==> src/rtl/hazard_ctrl.sv <==
// Pipeline hazard controller: stalls, flushes and forwarding selects are combinational (0 cycles);
// the memory-wait FSM and the stall counter update on each rising edge; a slow dmem freezes the pipe up to MEM_TIMEOUT cycles.
module hazard_ctrl #(
    parameter int MEM_TIMEOUT = 16,
    parameter int CNT_W       = 32
) (
    input  logic             clk,
    input  logic             rst_n,
    input  logic [4:0]       Rs1_D,
    input  logic [4:0]       Rs2_D,
    input  logic [4:0]       Rs1_E,
    input  logic [4:0]       Rs2_E,
    input  logic [4:0]       Rd_E,
    input  logic             Load_E,
    input  logic             PCSrc_E,
    input  logic [4:0]       Rd_M,
    input  logic             RegWrite_M,
    input  logic             dmem_req_M,
    input  logic             dmem_ready_M,
    input  logic [4:0]       Rd_W,
    input  logic             RegWrite_W,
    output logic             Stall_F,
    output logic             Stall_D,
    output logic             Stall_E,
    output logic             Stall_M,
    output logic             Flush_D,
    output logic             Flush_E,
    output logic             Flush_W,
    output logic [1:0]       ForwardA_E,
    output logic [1:0]       ForwardB_E,
    output logic             mem_timeout,
    output logic [CNT_W-1:0] stall_count
);

    typedef enum logic [1:0] {RUN, MEM_WAIT, TIMEOUT} state_t;

    localparam logic [7:0]       WAIT_LAST = 8'(MEM_TIMEOUT - 1);
    localparam logic [CNT_W-1:0] CNT_ONE   = 1;
    localparam logic [CNT_W-1:0] CNT_MAX   = '1;

    state_t     state, state_nxt;
    logic [7:0] wait_cnt, wait_cnt_nxt;
    logic       lu, mw, memstall;

    assign lu       = Load_E && (Rd_E != 5'd0) && ((Rd_E == Rs1_D) || (Rd_E == Rs2_D));
    assign mw       = dmem_req_M && !dmem_ready_M;
    assign memstall = ((state == RUN) || (state == MEM_WAIT)) && mw;

    function automatic logic [1:0] fwd_sel(input logic [4:0] rs);
        if (RegWrite_M && (Rd_M != 5'd0) && (Rd_M == rs))
            return 2'b10;
        else if (RegWrite_W && (Rd_W != 5'd0) && (Rd_W == rs))
            return 2'b01;
        else
            return 2'b00;
    endfunction

    always_ff @(posedge clk) begin
        if (!rst_n) begin
            state    <= RUN;
            wait_cnt <= 8'd0;
        end else begin
            state    <= state_nxt;
            wait_cnt <= wait_cnt_nxt;
        end
    end

    always_comb begin
        state_nxt    = state;
        wait_cnt_nxt = wait_cnt;
        case (state)
            RUN: begin
                if (mw) begin
                    state_nxt    = MEM_WAIT;
                    wait_cnt_nxt = 8'd1;
                end
            end
            MEM_WAIT: begin
                if (dmem_ready_M) begin
                    state_nxt    = RUN;
                    wait_cnt_nxt = 8'd0;
                end else if (wait_cnt == WAIT_LAST) begin
                    state_nxt = TIMEOUT;
                end else begin
                    wait_cnt_nxt = wait_cnt + 8'd1;
                end
            end
            TIMEOUT: begin
                state_nxt    = RUN;
                wait_cnt_nxt = 8'd0;
            end
            default: begin
                state_nxt    = RUN;
                wait_cnt_nxt = 8'd0;
            end
        endcase
    end

    // A frozen EX stage holds PCSrc_E, so a redirect suppressed here is replayed once the stall lifts.
    always_comb begin
        Stall_F     = 1'b0;
        Stall_D     = 1'b0;
        Stall_E     = 1'b0;
        Stall_M     = 1'b0;
        Flush_D     = 1'b0;
        Flush_E     = 1'b0;
        Flush_W     = 1'b0;
        mem_timeout = 1'b0;
        ForwardA_E  = 2'b00;
        ForwardB_E  = 2'b00;
        if (rst_n) begin
            ForwardA_E = fwd_sel(Rs1_E);
            ForwardB_E = fwd_sel(Rs2_E);
            if (memstall) begin
                Stall_F = 1'b1;
                Stall_D = 1'b1;
                Stall_E = 1'b1;
                Stall_M = 1'b1;
                Flush_W = 1'b1;
            end else if (state == TIMEOUT) begin
                mem_timeout = 1'b1;
                Flush_W     = 1'b1;
            end else if (PCSrc_E) begin
                Flush_D = 1'b1;
                Flush_E = 1'b1;
            end else if (lu) begin
                Stall_F = 1'b1;
                Stall_D = 1'b1;
                Flush_E = 1'b1;
            end
        end
    end

    always_ff @(posedge clk) begin
        if (!rst_n)
            stall_count <= '0;
        else if (Stall_F && (stall_count != CNT_MAX))
            stall_count <= stall_count + CNT_ONE;
    end

endmodule

==> config.mk <==
export PLATFORM = sky130hd
export DESIGN_NAME = hazard_ctrl
export DESIGN_NICKNAME = d
export VERILOG_FILES = /design/src/rtl/hazard_ctrl.sv
export SDC_FILE = /design/constraint.sdc
export NUM_CORES = 1
export LEC_CHECK = 0
export CORE_ASPECT_RATIO = 1.25
export CORE_MARGIN = 2
export CORE_UTILIZATION = 31
export CTS_BUF_LIST = sky130_fd_sc_hd__clkbuf_8
export DETAILED_ROUTE_END_ITERATION = 16
export SYNTH_ARGS = -nofsm -noshare
export SYNTH_HDL_FRONTEND = slang
export SYNTH_SLANG_ARGS = --single-unit
export TNS_END_PERCENT = 5
==> constraint.sdc <==
create_clock -name clk -period 6.4 [get_ports clk]
set_input_delay 0.64 -clock clk [delete_from_list [all_inputs] [get_ports clk]]
set_output_delay 0.64 -clock clk [all_outputs]
set_load 0.05 [all_outputs]
=== Yosys cells after proc, flatten, opt, wreduce, memory -nomap -nowiden ===
Cells that the tools add are included.
W data, S select, Z words.

* Bits in registers: 42
* Bits of input ports: 43
* Output and inout bits: 44
* Word-level logic and storage cells: 72

* $add $sub $neg: 2
* Equality and inequality tests: 13
* Mux-type cells: 34
* Reductions and logical operators: 20

{| class="wikitable"
|+ Operator list
! operator !! count
|-
| $add A32 B1 Y32 const B || 1
|-
| $ne A32 B32 Y1 const B || 1
|-
| $eq A5 B5 Y1 || 6
|-
| $mux W8 || 3
|-
| $mux W1 || 22
|-
| $pmux W8 S2 || 1
|-
| $reduce_bool A5 Y1 || 3
|-
| $mux W2 || 7
|-
| $logic_and A1 B1 Y1 || 11
|-
| $add A8 B1 Y8 const B || 1
|-
| $eq A8 B4 Y1 const B || 1
|-
| $pmux W2 S2 || 1
|-
| $reduce_and A2 Y1 || 2
|-
| $ne A3 B2 Y1 const B || 1
|-
| $ne A3 B3 Y1 const B || 1
|-
| $eq A2 B1 Y1 const B || 1
|-
| $eq A2 B2 Y1 const B || 1
|-
| $logic_not A2 Y1 || 1
|-
| $logic_or A1 B1 Y1 || 2
|-
| $ne A2 B2 Y1 const B || 1
|-
| $logic_not A1 Y1 || 1
|}

=== Depth between registers and ports, before layout ===
* Depth after elaboration: 9
* Mapped depth: 9
* Depth with buffers taken out: 7

=== Worst setup path before layout ===
Ideal clock, no wire load.

* Kind: input to output
* Start: input port Rd_M[1]
* End: output port ForwardA_E[0]
* Arrival time: 2.991 ns
* Data required time: 5.760 ns
* Slack: 2.769 ns
* Stages: 4
* Buffers on the path: 0
* Cells stage by stage: or4_1 > o21ai_0 > nor4_1 > nor4_1

* Longest elaborated chain between the ends: 5
* Elaborated cells on any way between the ends: 6
* Classes of those cells: 1 x eq/ne; 2 x mux; 3 x reduce/logical

{| class="wikitable"
|+ Ends and longest elaborated chain
! element !! RTL line !! source
|-
| from (decl) || 16 || <nowiki>input logic [4:0] Rd_M,</nowiki>
|-
| $reduce_bool A5 Y1 || 50 || <nowiki>if (RegWrite_M && (Rd_M != 5'd0) && (Rd_M == rs))</nowiki>
|-
| $logic_and A1 B1 Y1 || 50 ||
|-
| $logic_and A1 B1 Y1 * || 50 ||
|-
| $mux W2 * || 50 ||
|-
| $mux W2 * || 111 || <nowiki>if (rst_n) begin</nowiki>
|-
| to (decl) || 29 || <nowiki>output logic [1:0] ForwardA_E,</nowiki>
|}

Every way passes the cells marked *; elsewhere a longest branch is shown, timed or not.

=== Final worst setup path ===
* Start: input port rst_n
* End: output port Stall_D

* Longest elaborated chain between the ends: 1

{| class="wikitable"
|+ Ends and longest elaborated chain
! element !! RTL line !! source
|-
| from (decl) || 8 || <nowiki>input logic rst_n,</nowiki>
|-
| $mux W1 || 111 ||
|-
| to (decl) || 23 || <nowiki>output logic Stall_D,</nowiki>
|}

Every way passes these cells.

==> summary.txt <==
Crit end category = primary output
Most frequent cell after synthesis = dfxtp_1
Antenna cell count = 0
Die ar. = 9180 um^2
Initial antenna violation count = 0
Final hold violations = 0
YS warnings = 0
Met3 wire length = 465 um
Port Buffers = 86
Post-synth EDFFs = 0
Non-Filler Instances = 500
Synth area leaders = dfxtp_1 (32%), xor2_1 (7.7%), a21oi_1 (4.4%)
Hold bufs inserted after CTS = 0
Met1 Wirelength = 2940 um
TritonCTS clock tree = yes
Post-Syn Instances = 325
CTS root buffer = clkbuf_8
WS Path Type = primary input to primary output
Fin crit share = 63.5%
Avg WL per Cell = 14.7 um
Max layer used = met4
Worst endpoint required time = 5760 ps
DRC = 0
Resized Gates After CTS = 0
# fillers = 853
Iter 0 DRT Violations = 105
Total Nets Final = 447
Post-CTS Setup Bufs = 0
Clock Sinks = 42
ANT nets after route = 0
Die boundary height = 107 um
Initial Utilization = 31.9%
Core Area = 8190 um^2
Seq/Total Area, Yosys = 32.2%
CP Max Fanout = 31
Reg clk slew, reported paths = 90 ps
1st-pass router iterations = 4
Worst Setup Start Kind = primary input
Syn Area/Cell = 8.03 um^2
Synth cell types = 39
Hold WC Path Type = flop to flop
Vias = 2714
Leakage = 1.15 nW
Multi-input logic area = 1660 um^2
Vias/cell = 5.43
FF+latch count, synth = 42
Die X = 86.1 um
Post-synth top cells = dfxtp_1 (42), nand2_1 (24), a21oi_1 (23), xor2_1 (23), nor2_1 (18)
Final hold slack = 495 ps
RSZ-0062 raised after global routing = false
Largest net degree at the start of global routing = 46
Wire length on met2 = 3840 um
First-pass GRT wire length = 12100 um
Slew HR = 49.6%
Area grow syn2layout = 38.3%
Setup TNS = 0 ps
Dpl cells = 492
Clock tree buffer depth = 2
Synth area leader = dfxtp_1
Clk_lat worst skew = 300 ps
Fmax = 246 MHz
RePlAce Congestion = 0.844
Clock skew = 11.3 ps
Status = complete, no violations
GRT Total Usage = 16.4%
Final min period = 4070 ps
Gr ovfl total = 0
Total Wirelength = 7370 um
# rows = 37
Main synth FF type = dfxtp_1
Max Cap Violations = 0
IO Count = 87
Fraction of layout cells with a size suffix above 1 = 2.48%
Register area = 841 um^2
Mapped Area = 2610 um^2
Endpoints failing setup = 0
Post-synth ARST share = 0%
DP HPWL = 5520 um
Max VDD drop = 65.0 uV
Net Count, Synth = 370
Arrival time of data at the critical path endpoint = 3430 ps
CTS HTree Levels = 2
Pwr/cell area = 149 nW/um^2
TritonCTS Buffers = 5
Post-synth top area share = 32.2%
Final Max Slew Viols = 0
Slew @ Worst Pin = 756 ps
Vias in the first global route = 2659
-- path summary, 6_finish.rpt --
check        depth (start not counted)               to  slack (ps)             from
max                                  7          Stall_D        2330            rst_n
min                                  2  stall_count[31]         490  stall_count[31]
max reg2reg                          7   stall_count[7]        3900   stall_count[0]
min reg2reg                          2  stall_count[31]         490  stall_count[31]
-- power by group --
part           total [mW]  switching (mW)  internal (mW)
clock               0.186          0.0984         0.0877
sequential          0.264         0.00217          0.262
combinational      0.0883          0.0449         0.0433
total               0.539           0.145          0.393
-- worst max-delay path: stages --
cell	delay [ps]
clkdlybuf4s50_1	450
buf_4	300
inv_2	260
or3_1	440
o31a_1	360
inv_1	120
clkdlybuf4s50_1	840
-- sequential cells by signal, indices dropped and copies added, names as in the netlist --
name / flops
state: 2
wait_cnt: 8
stall_count: 32
-- placed cells by master (no fill, tap or decap), drive strengths merged, types with 11 or more instances in the layout --
master         instances
o21ai                 13
clkdlybuf4s50         86
nand4                 15
nand3                 15
xor2                  23
o31ai                 15
nand2b                11
a21oi                 23
dfxtp                 42
nand2                 24
nor2                  18
or4                   15
-- cell type report --
class	count	share of cell area (%)
inverter	8	0.831
clock inverter	2	0.346
tap	97	3.36
sequential	42	23.3
clock buffer	6	2.29
timing repair buffer	87	24.0
multi-input combinational	258	45.9
-- per-layer routing --
metal / up-vias / GRT usage, %
met1: 1262 / 17.6
met5: - / 0
met3: 9 / 4.23
met4: 0 / 6.24
li1: 1373 / -
met2: 70 / 30.1
-- stage by stage --
step	setup slack [ps]	utilization (%)	total power [mW]	instance area (um^2)
6_report	2330	44.1	0.539	3610
5_1_grt	2180	44.1	0.563	3610
4_1_cts	2300	44.1	0.545	3610
3_5_place_dp	2310	42.9	0.359	3520
3_3_place_gp	2330	42.9	0.358	3520
2_1_floorplan	2770	-	0.315	2610
-- logic make-up after synthesis --
family	Yosys count	share of synthesized area [%]
xor+xnor	33	11.1
simple gates	142	29.9
fa+ha+maj	2	0.958
buf+inv	25	4.36
flops	42	32.2
mux	7	2.68
compound gates	74	18.8
Note: power is estimated with default switching activity, not from simulation.
